**config.mk**
```make
export PLATFORM = sky130hd
export DESIGN_NAME = code_player
export DESIGN_NICKNAME = d
export VERILOG_FILES = /design/src/rtl/code_player_pkg.sv /design/src/rtl/code_player_tick_timer.sv /design/src/rtl/code_player.sv
export SDC_FILE = /design/constraint.sdc
export NUM_CORES = 1
export LEC_CHECK = 0
export ABC_AREA = 0
export BUFFER_PORTS_ARGS = -buffer_cell sky130_fd_sc_hd__buf_4
export CORE_ASPECT_RATIO = 1.75
export CORE_UTILIZATION = 65
export CTS_BUF_LIST = sky130_fd_sc_hd__clkbuf_4 sky130_fd_sc_hd__clkbuf_8
export DETAILED_ROUTE_END_ITERATION = 12
export GPL_ROUTABILITY_DRIVEN = 0
export PLACE_DENSITY = 0.82
export SETUP_SLACK_MARGIN = 0.05
export SYNTH_ARGS = -nofsm -noshare
export SYNTH_HDL_FRONTEND = slang
export SYNTH_SLANG_ARGS = --single-unit
```
**constraint.sdc**
```tcl
create_clock -name clk -period 3.6 [get_ports clk]
set_input_delay 0.72 -clock clk [delete_from_list [all_inputs] [get_ports clk]]
set_output_delay 0.72 -clock clk [all_outputs]
set_load 0.02 [all_outputs]
```
**src/rtl/code_player_pkg.sv**
```systemverilog
// Shared definitions for the code playback block: state encoding, digit-to-LED
// mapping and the default secret code.
package code_player_pkg;

    typedef enum logic [1:0] {
        ST_IDLE = 2'd0,
        ST_ON   = 2'd1,
        ST_GAP  = 2'd2
    } state_t;

    localparam int unsigned LED_W        = 4;
    localparam logic [9:0]  DEFAULT_CODE = 10'h390;

    function automatic logic [LED_W-1:0] digit_to_led(input logic [1:0] digit);
        logic [LED_W-1:0] led;
        case (digit)
            2'd0:    led = 4'b0001;
            2'd1:    led = 4'b0010;
            2'd2:    led = 4'b0100;
            default: led = 4'b1000;
        endcase
        return led;
    endfunction

    function automatic int unsigned clog2_min1(input int unsigned n);
        return (n <= 1) ? 1 : $clog2(n);
    endfunction

endpackage

```
**src/rtl/code_player_tick_timer.sv**
```systemverilog
// Loadable up/down tick counter with a terminal-count flag; holds at the
// terminal value instead of wrapping.
module tick_timer
    import code_player_pkg::*;
#(
    parameter int unsigned WIDTH = 8
) (
    input  logic             clk,
    input  logic             rst_n,
    input  logic             load,
    input  logic [WIDTH-1:0] load_val,
    input  logic             en,
    input  logic             down,
    input  logic [WIDTH-1:0] term,
    output logic [WIDTH-1:0] count,
    output logic             tc
);

    logic [WIDTH-1:0] count_q;
    logic [WIDTH-1:0] count_d;

    assign tc    = (count_q == term);
    assign count = count_q;

    always_comb begin
        count_d = count_q;
        if (load) begin
            count_d = load_val;
        end else if (en && !tc) begin
            count_d = down ? (count_q - WIDTH'(1)) : (count_q + WIDTH'(1));
        end
    end

    always_ff @(posedge clk or negedge rst_n) begin
        if (!rst_n) begin
            count_q <= '0;
        end else begin
            count_q <= count_d;
        end
    end

endmodule

```
**src/rtl/code_player.sv**
```systemverilog
// Plays a captured multi-digit code on four LEDs, one lit LED per digit
// followed by a dark gap; all outputs are registered.
module code_player
    import code_player_pkg::*;
#(
    parameter int unsigned CODE_LEN  = 5,
    parameter int unsigned ON_TICKS  = 6000000,
    parameter int unsigned OFF_TICKS = 3000000
) (
    input  logic                  clk,
    input  logic                  rst_n,
    input  logic                  start,
    input  logic [2*CODE_LEN-1:0] code,
    output logic [3:0]            led,
    output logic                  busy,
    output logic                  done
);

    localparam int unsigned CNT_W = clog2_min1((ON_TICKS > OFF_TICKS) ? ON_TICKS : OFF_TICKS);
    localparam int unsigned IDX_W = clog2_min1(CODE_LEN);

    localparam logic [CNT_W-1:0] ON_TERM  = CNT_W'(ON_TICKS - 1);
    localparam logic [CNT_W-1:0] OFF_TERM = CNT_W'(OFF_TICKS - 1);
    localparam logic [IDX_W-1:0] LAST_IDX = IDX_W'(CODE_LEN - 1);

    state_t                state_q, state_d;
    logic [IDX_W-1:0]      idx_q, idx_d;
    logic [2*CODE_LEN-1:0] code_q, code_d;
    logic [3:0]            led_q, led_d;
    logic                  busy_q, busy_d;
    logic                  done_q, done_d;

    logic                  tmr_load;
    logic                  tmr_en;
    logic [CNT_W-1:0]      tmr_term;
    logic [CNT_W-1:0]      tmr_count;
    logic                  tmr_tc;

    logic [IDX_W-1:0]      idx_nxt;
    logic [2*CODE_LEN-1:0] code_sh;

    tick_timer #(
        .WIDTH(CNT_W)
    ) u_timer (
        .clk      (clk),
        .rst_n    (rst_n),
        .load     (tmr_load),
        .load_val ('0),
        .en       (tmr_en),
        .down     (1'b0),
        .term     (tmr_term),
        .count    (tmr_count),
        .tc       (tmr_tc)
    );

    // Next digit's LED is precomputed so the LED register switches on the same
    // edge the state enters ON.
    assign idx_nxt = idx_q + IDX_W'(1);
    assign code_sh = code_q >> {idx_nxt, 1'b0};

    always_comb begin
        state_d  = state_q;
        idx_d    = idx_q;
        code_d   = code_q;
        led_d    = led_q;
        busy_d   = busy_q;
        done_d   = 1'b0;
        tmr_load = 1'b0;
        tmr_en   = 1'b0;
        tmr_term = ON_TERM;

        unique case (state_q)
            ST_IDLE: begin
                led_d  = '0;
                busy_d = 1'b0;
                if (start) begin
                    code_d   = code;
                    idx_d    = '0;
                    tmr_load = 1'b1;
                    state_d  = ST_ON;
                    led_d    = digit_to_led(code[1:0]);
                    busy_d   = 1'b1;
                end
            end
            ST_ON: begin
                tmr_term = ON_TERM;
                if (tmr_tc) begin
                    tmr_load = 1'b1;
                    state_d  = ST_GAP;
                    led_d    = '0;
                end else begin
                    tmr_en = 1'b1;
                end
            end
            ST_GAP: begin
                tmr_term = OFF_TERM;
                if (tmr_tc) begin
                    tmr_load = 1'b1;
                    if (idx_q == LAST_IDX) begin
                        state_d = ST_IDLE;
                        busy_d  = 1'b0;
                        done_d  = 1'b1;
                        led_d   = '0;
                    end else begin
                        idx_d   = idx_nxt;
                        state_d = ST_ON;
                        led_d   = digit_to_led(code_sh[1:0]);
                    end
                end else begin
                    tmr_en = 1'b1;
                end
            end
            default: begin
                state_d = ST_IDLE;
                led_d   = '0;
                busy_d  = 1'b0;
            end
        endcase
    end

    always_ff @(posedge clk or negedge rst_n) begin
        if (!rst_n) begin
            state_q <= ST_IDLE;
            idx_q   <= '0;
            code_q  <= '0;
            led_q   <= '0;
            busy_q  <= 1'b0;
            done_q  <= 1'b0;
        end else begin
            state_q <= state_d;
            idx_q   <= idx_d;
            code_q  <= code_d;
            led_q   <= led_d;
            busy_q  <= busy_d;
            done_q  <= done_d;
        end
    end

    assign led  = led_q;
    assign busy = busy_q;
    assign done = done_q;

endmodule

```
Word level (Yosys, flattened, before mapping) --
Cells that the tools add are included.
Cells by class: add/subtract/negate cells 2, eq/ne operators 13, shift operators 1, mux-type cells 30, bitwise operators 1, reductions and logical operators 13
Operator list (count):
- 2-to-1 mux 23 bit | 3
- case mux 4 bit (3 select lines) | 3
- adder 23 x 1 -> 23 bit (second input constant) | 1
- equality test 23 bit | 1
- 2-to-1 mux 4 bit | 4
- 2-to-1 mux 1 bit | 10
- >> shifter 10 x 4 -> 2 bit | 1
- 2-to-1 mux 3 bit | 3
- equality test 2 x 1 -> 1 bit (second input constant) | 3
- equality test 2 bit (second input constant) | 3
- logical NOT 2 bit | 3
- 2-to-1 mux 2 bit | 3
- != test 2 bit (second input constant) | 3
- case mux 2 bit (3 select lines) | 1
- case mux 3 bit (2 select lines) | 1
- AND reduction 3 bit | 2
- != test 2 x 1 -> 1 bit (second input constant) | 2
- AND reduction 2 bit | 2
- AND reduction 4 bit | 1
- nonzero test 2 bit | 2
- adder 3 x 1 -> 3 bit (second input constant) | 1
- equality test 3 bit (second input constant) | 1
- case mux 1 bit (3 select lines) | 1
- case mux 1 bit (2 select lines) | 1
- 4 further kinds | 4
Word-level totals: register bits after elaboration 44, input bits 13, output and inout port bits 6, logic and storage cells 67

Longest topological paths before layout --
Gate-level depths: netlist of run 1.
depth in word-level cells 8, mapped depth 10, mapped depth without buffers 7

Cells and area by module --
Synthesis of run 1 repeated with hierarchy kept, for this count alone.
Second synthesis, totals: cell total of the unflattened synthesis 390, area, all modules 3473.3 um2
By module, submodules not included:
- tick_timer | instances 1, cells each 282, area an instance 2309.7 um2, sequential area each 575.6 um2
- code_player | instances 1, cells each 108, area an instance 1163.6 um2, sequential area each 525.5 um2

Least setup slack after synthesis of run 1 --
No wires, ideal clock.
path kind register to register, start point register state_q[0], end point register idx_q[0], library setup time 0.078 ns, data arrival time 2.212 ns, required time 3.522 ns, path slack 1.310 ns, cell stages (with the launch flop) 8, path buffers 0, period minus slack after synthesis 2.290 ns, cells stage by stage dfrtp_1 > inv_1 > ha_1 > and4bb_2 > nand4b_1 > a2111oi_1 > mux2_2 > o2bb2ai_1
On the way: word-level cells in the longest chain between the ends 5, elaborated cells on any way between the ends 10
RTL lines:
- start: declaration | line code_player.sv:26 | state_t state_q, state_d;
- start signal: assignment | line code_player.sv:130 | state_q <= state_d;
- equality test 2 bit | line code_player.sv:72 | unique case (state_q)
- 2-to-1 mux 23 bit | line code_player.sv:72
- equality test 23 bit | line code_player_tick_timer.sv:22 | assign tc = (count_q == term);
- != test 2 x 1 -> 1 bit (no source line)
- AND reduction 4 bit (no source line)
- end signal: assignment | line code_player.sv:131 | idx_q <= idx_d;
- end: declaration | line code_player.sv:27 | logic [IDX_W-1:0] idx_q, idx_d;
Parallel ways exist; a longest one is shown, timed or not. A chain may end at the register's enable or synchronous reset.

Worst setup path after layout of run 1 --
start point register state_q[0], end point register idx_q[1]
Same word-level chain as after synthesis.

==> summary.md, run 1 <==
| Metric | Value |
|---|---|
| Cell Pwr Density | `486 nW/um^2` |
| Port-buffer cells | `18` |
| Slowest stage delay, CP | `0.78 ns` |
| Worst-path cell chain | `inv_1 > ha_1 > nor4bb_1 > nand3_1 > a2111oi_1 > o21ai_0 > a22o_1` |
| Max Freq | `322 MHz` |
| Clock Path Buffers | `2` |
| Skew-Pair Late Insertion Delay | `0.29 ns` |
| Initial cell density of the core | `0.686` |
| Commonest cells post-synth | `44 x dfrtp_1, 27 x a21oi_1, 23 x nand2_1, 19 x nand3_1, 16 x o31ai_1` |
| I/O Pins | `19` |
| Max Cap Viol | `0` |
| Status | `finished clean` |
| Vias in the first global route | `2251` |
| CP max stage cell | `a2111oi_1` |
| HP Class | `input pin to asynchronous set/reset pin` |
| Design Power | `1.41 mW` |
| Row count | `30` |
| Initial antenna violation count | `0` |
| Num CTS Buffers | `5` |
| First-pass GRT wire length | `9870 um` |
| Pre-antenna DRT Iters | `4` |
| Hold Slack | `0.406 ns` |
| R2R Setup Slk | `0.49 ns` |
| Clock transition at path regs | `0.08 ns` |
| Final worst setup slack | `0.494 ns` |
| Worst Tran Pin Value | `0.826 ns` |
| Share of the synthesized area in the top cell type | `0.407` |
| GR Overflow Total | `0` |
| Cell family with most CP delay | `compound AO/OA/AOI/OAI gates` |
| Period utilization | `0.863` |
| Setup WS pre-CTS | `0.596 ns` |
| Area Overhead vs Synth | `7.22%` |
| Post-synth EDFFs | `0` |
| CP Depth | `7` |
| Crit start category | `flop` |
| Worst Path Arrival | `3.29 ns` |
| Fillers | `304` |
| Distinct cells, synth | `54` |
| Core Area | `3940 um^2` |
| VDD IR max | `0.000513 V` |
| Gate Count Post-Synth | `275` |
| Setup bufs post-CTS | `0` |
| Setup CP Type | `flop to flop` |
| CTS root buffer | `clkbuf_8` |
| DP HPWL | `4260 um` |
| Wirelength per Cell | `18.4 um` |
| Sequential share of the synthesized area | `0.407` |
| Largest net degree at the start of global routing | `45` |
| Hold Buf Count CTS | `0` |
| Overall Global Routing Usage | `0.300` |
| Nets | `304` |
| Diode count | `0` |
| R2r worst-path depth | `7` |
| Die ar. | `4430 um^2` |
| Hold Vio Cnt, Final | `0` |
| CTS tree | `built` |
| Post-synth net total | `295` |
| CP startpoint | `state_q[0]` |
| Final setup fails | `0` |
| Crit. End Element | `flop` |
| Area contributors post-synth | `dfrtp_1 41%, mux2_2 5.4%, a21oi_1 5.0%` |
| Fraction of registers with async set/reset | `1.00` |
| RSZ-0062 raised after global routing | `no` |
| Count leader, synth | `dfrtp_1` |
| Critical Path End | `idx_q[1]` |
| Chip Width | `50.8 um` |
| Leak | `1.15 nW` |
| Violation count after the first detailed-route iteration | `63` |
| Post-synthesis area per instance | `9.84 um^2` |
| Worst r2r src | `state_q[0]` |
| Vias per inst | `6.80` |
| Yosys Warn Count | `0` |
| Relative slew slack | `0.448` |
| Minimum clock period | `3.11 ns` |
| Num Clock Sinks | `44` |
| Largest area contributor in the netlist | `dfrtp_1` |
| Die height | `87.3 um` |
| CP Buf/Inv Count | `1` |
| Via count | `2263` |
| Ys flop type | `dfrtp_1` |
| H-tree depth | `2` |
| Post-Syn Area | `2710 um^2` |
| CTS-repair resized insts | `0` |
| Reg2Reg Capture Point | `idx_q[1]` |
| Seq cells post-synth | `44` |
| Ratio of cells with drive above 1 in the final layout | `0.200` |
| DRC viols | `0` |
| Final ANT Viol Nets | `0` |
| Worst endpoint required time | `3.78 ns` |
| Crit path max fanout | `22` |
| Drt total wl | `6130 um` |
| Sum of negative setup slack | `0 ns` |
| Count of final max-slew check failures | `0` |
| Post-route clock skew | `0.00573 ns` |
-- where the power goes --
group          internal, mW  switching [mW]
registers             0.583          0.0587
clock network         0.172           0.162
logic                 0.169           0.263
total                 0.924           0.484
-- how the worst min path moves through the flow --
| stage | start | endpoint |
|---|---|---|
| after floorplan | rst_n | busy |
| after global placement | code_q[0] | code_q[0] |
| after detailed placement | code_q[0] | code_q[0] |
| after CTS | rst_n | u_timer.count[20] |
| after global routing | rst_n | u_timer.count[20] |
| final | rst_n | u_timer.count[0] |
-- registers in the layout, indices dropped and copies added, names as in the netlist --
register       count
code_q            10
state_q            2
idx_q              3
u_timer.count     23
led                4
busy               1
done               1
-- cell type report --
class                           instances  area (um^2)  share of cell area
Clock buffer                            8         97.6              0.0336
Timing Repair Buffer                   19          143              0.0492
Tap cell                               48         60.1              0.0207
Sequential cell                        44         1100               0.380
Inverter                               11         41.3              0.0142
Multi-Input combinational cell        203         1460               0.503
-- placed cells by master, fill, tap and decap left out, types with 2 or more instances in the layout --
| master | count |
|---|---|
| a21oi_1 | 27 |
| a31o_2 | 2 |
| and3_1 | 2 |
| and3b_1 | 2 |
| and4_1 | 2 |
| and4bb_2 | 2 |
| buf_4 | 19 |
| clkbuf_4 | 2 |
| clkbuf_8 | 6 |
| dfrtp_1 | 44 |
| ha_1 | 7 |
| inv_1 | 11 |
| mux2_2 | 13 |
| mux2i_1 | 3 |
| mux4_2 | 2 |
| nand2_1 | 23 |
| nand3_1 | 19 |
| nand4_1 | 3 |
| nand4b_1 | 3 |
| nor2_1 | 10 |
| nor4bb_1 | 2 |
| o211ai_1 | 8 |
| o21ai_0 | 6 |
| o31ai_1 | 16 |
| o32ai_1 | 3 |
| o41ai_1 | 2 |
| or3_1 | 5 |
| or3_2 | 3 |
| or4_1 | 15 |
-- stage by stage --
stage,utilization,cell area [um^2],std cells
after CTS,0.736,2900,333
after global placement,0.711,2800,325
final,0.736,2900,333
after global routing,0.736,2900,333
after detailed placement,0.711,2800,325
after floorplan,-,2710,275
-- routing by layer --
layer / wire, um / vias to the layer above / global-route usage
met5: 0 / - / 0
li1: - / 1070 / -
met1: 2320 / 1099 / 0.302
met2: 3320 / 65 / 0.542
met3: 172 / 29 / 0.0506
met4: 312 / 0 / 0.212
-- worst reg2reg max path, stage by stage (launching register included) --
cell       delay, ns
dfrtp_1         0.41
inv_1           0.10
ha_1            0.59
nor4bb_1        0.32
nand3_1         0.22
a2111oi_1       0.78
o21ai_0         0.32
a22o_1          0.25
-- kinds of logic (layout without fill, tap and decap cells) --
| logic type | Yosys count | in the layout | share of synthesized area |
|---|---|---|---|
| xor+xnor | 2 | 2 | 0.00648 |
| simple gates | 102 | 102 | 0.229 |
| mux | 18 | 18 | 0.0819 |
| buf+inv | 28 | 38 | 0.0569 |
| compound gates | 74 | 74 | 0.186 |
| flops | 44 | 44 | 0.407 |
| fa+ha+maj | 7 | 7 | 0.0324 |
(Power assumes the default switching activity.)
==> inputs of run 2 (changes only) <==
Settings changed: CORE_ASPECT_RATIO 1.75 to default, CORE_MARGIN from default to 1.
==> summary.md, run 2 (synthesis gave the netlist of run 1 again) <==
| Metric | Value |
|---|---|
| Commonest non-fill, non-tap cell in the layout | `dfrtp_1` |
| Minimum clock period | `2.56 ns` |
| Commonest cells after routing, fill and taps aside | `44 x dfrtp_1, 27 x a21oi_1, 23 x nand2_1, 23 x buf_4, 19 x nand3_1` |
| Vias in the first global route | `2140` |
| Post-route clock skew | `0.0104 ns` |
| Clock transition at path regs | `0.08 ns` |
| Overall Global Routing Usage | `0.296` |
| I/O Pins | `19` |
| Fillers | `300` |
| Initial cell density of the core | `0.676` |
| CP max stage cell | `a211oi_4` |
| Final worst setup slack | `1.04 ns` |
| Cell Pwr Density | `475 nW/um^2` |
| Worst Path Arrival | `2.74 ns` |
| Port-buffer cells | `18` |
| Crit path max fanout | `13` |
| Final instance area | `2920 um^2` |
| Setup bufs post-CTS | `0` |
| Worst r2r src | `state_q[0]` |
| Setup CP Type | `flop to flop` |
| Via count | `2244` |
| Largest net degree at the start of global routing | `45` |
| DRC viols | `0` |
| Skew-Pair Late Insertion Delay | `0.30 ns` |
| Diode count | `0` |
| Hold Vio Cnt, Final | `0` |
| Relative slew slack | `0.547` |
| HP Class | `input pin to asynchronous set/reset pin` |
| Placed cell area | `2840 um^2` |
| Ratio of cells with drive above 1 in the final layout | `0.208` |
| Max Cap Viol | `0` |
| Pre-antenna DRT Iters | `4` |
| Crit start category | `flop` |
| Violation count after the first detailed-route iteration | `175` |
| Die ar. | `4420 um^2` |
| Vias per inst | `6.64` |
| Leak | `1.16 nW` |
| Final Non-Filler Cells | `338` |
| VDD IR max | `0.000373 V` |
| Worst Tran Pin Value | `0.678 ns` |
| Worst endpoint required time | `3.78 ns` |
| Placed cell count | `331` |
| Nets | `308` |
| CTS tree | `built` |
| Setup WS pre-CTS | `1.06 ns` |
| Wirelength per Cell | `17.0 um` |
| Drt total wl | `5740 um` |
| Period utilization | `0.712` |
| Worst-path cell chain | `inv_1 > ha_1 > and4bb_2 > nand4b_1 > a211oi_4 > buf_4 > o21ai_0 > mux2_2` |
| GR Overflow Total | `0` |
| Status | `finished clean` |
| Design Power | `1.38 mW` |
| CTS-repair resized insts | `0` |
| First-pass GRT wire length | `9740 um` |
| Chip Width | `66.5 um` |
| Hold Slack | `0.410 ns` |
| Max Freq | `390 MHz` |
| Area Overhead vs Synth | `7.82%` |
| RSZ-0062 raised after global routing | `no` |
| Num CTS Buffers | `5` |
| Max reg flops | `23` |
| DP HPWL | `3910 um` |
| Util after Layout | `0.729` |
| CTS root buffer | `clkbuf_8` |
| Sum of negative setup slack | `0 ns` |
| Die height | `66.5 um` |
| Slowest stage delay, CP | `0.56 ns` |
| Core Area | `4000 um^2` |
| Final setup fails | `0` |
| Clock Path Buffers | `2` |
| Final ANT Viol Nets | `0` |
| Count of final max-slew check failures | `0` |
| CP startpoint | `state_q[0]` |
| Crit. End Element | `flop` |
| Num Clock Sinks | `44` |
| Hold Buf Count CTS | `0` |
| Initial antenna violation count | `0` |
| Row count | `23` |
| H-tree depth | `2` |
[run 2: changes by cell type in the layout (fill, tap and decap cells not counted), sizes merged]
| cell | before | now |
|---|---|---|
| clkinv | 0 | 1 |
| clkbuf | 8 | 6 |
| buf | 19 | 23 |
[run 2: final timing paths]
kind | slack [ns] | end | depth (start not counted)
setup / recovery | 1.04 | state_q[0] | 8
hold / removal | 0.41 | u_timer.count[13] | 1
setup reg to reg | 1.04 | state_q[0] | 8
hold reg to reg | 0.50 | code_q[1] | 2
max in group asynchronous | 2.81 | led[2] | 1
min in group clk | 0.50 | code_q[1] | 2
[run 2: critical path: cells and delay by family (launching register included)]
family                     cells  cell delay [ns]
AOI/OAI and AO/OA              2             0.68
and+or+nand+nor                2             0.52
DFF                            1             0.39
buffers and inverters          2             0.33
muxes                          1             0.29
adders and majority gates      1             0.24
[run 2: layout make-up]
| class | instances | area (um^2) | share of cell area |
|---|---|---|---|
| clock buffers | 6 | 76.3 | 0.0262 |
| inverters | 11 | 41.3 | 0.0142 |
| flip-flops and latches | 44 | 1100 | 0.378 |
| multi-input cells | 203 | 1460 | 0.500 |
| clock inverters | 1 | 5.00 | 0.00172 |
| repair buffers | 23 | 173 | 0.0592 |
| well taps | 50 | 62.6 | 0.0215 |
[run 2: power breakdown]
group	internal, mW	total [mW]	switching [mW]
sequential	0.583	0.638	0.0551
combinational	0.181	0.442	0.262
clock	0.140	0.304	0.164
[run 2: per-layer routing]
layer	vias to the layer above	routed length (um)	global-route usage	part of all wire
met4	0	82	0.130	0.014
met2	35	2990	0.486	0.52
met3	8	177	0.0599	0.031
met5	-	0	0	0
met1	1123	2480	0.376	0.43
li1	1078	-	-	-
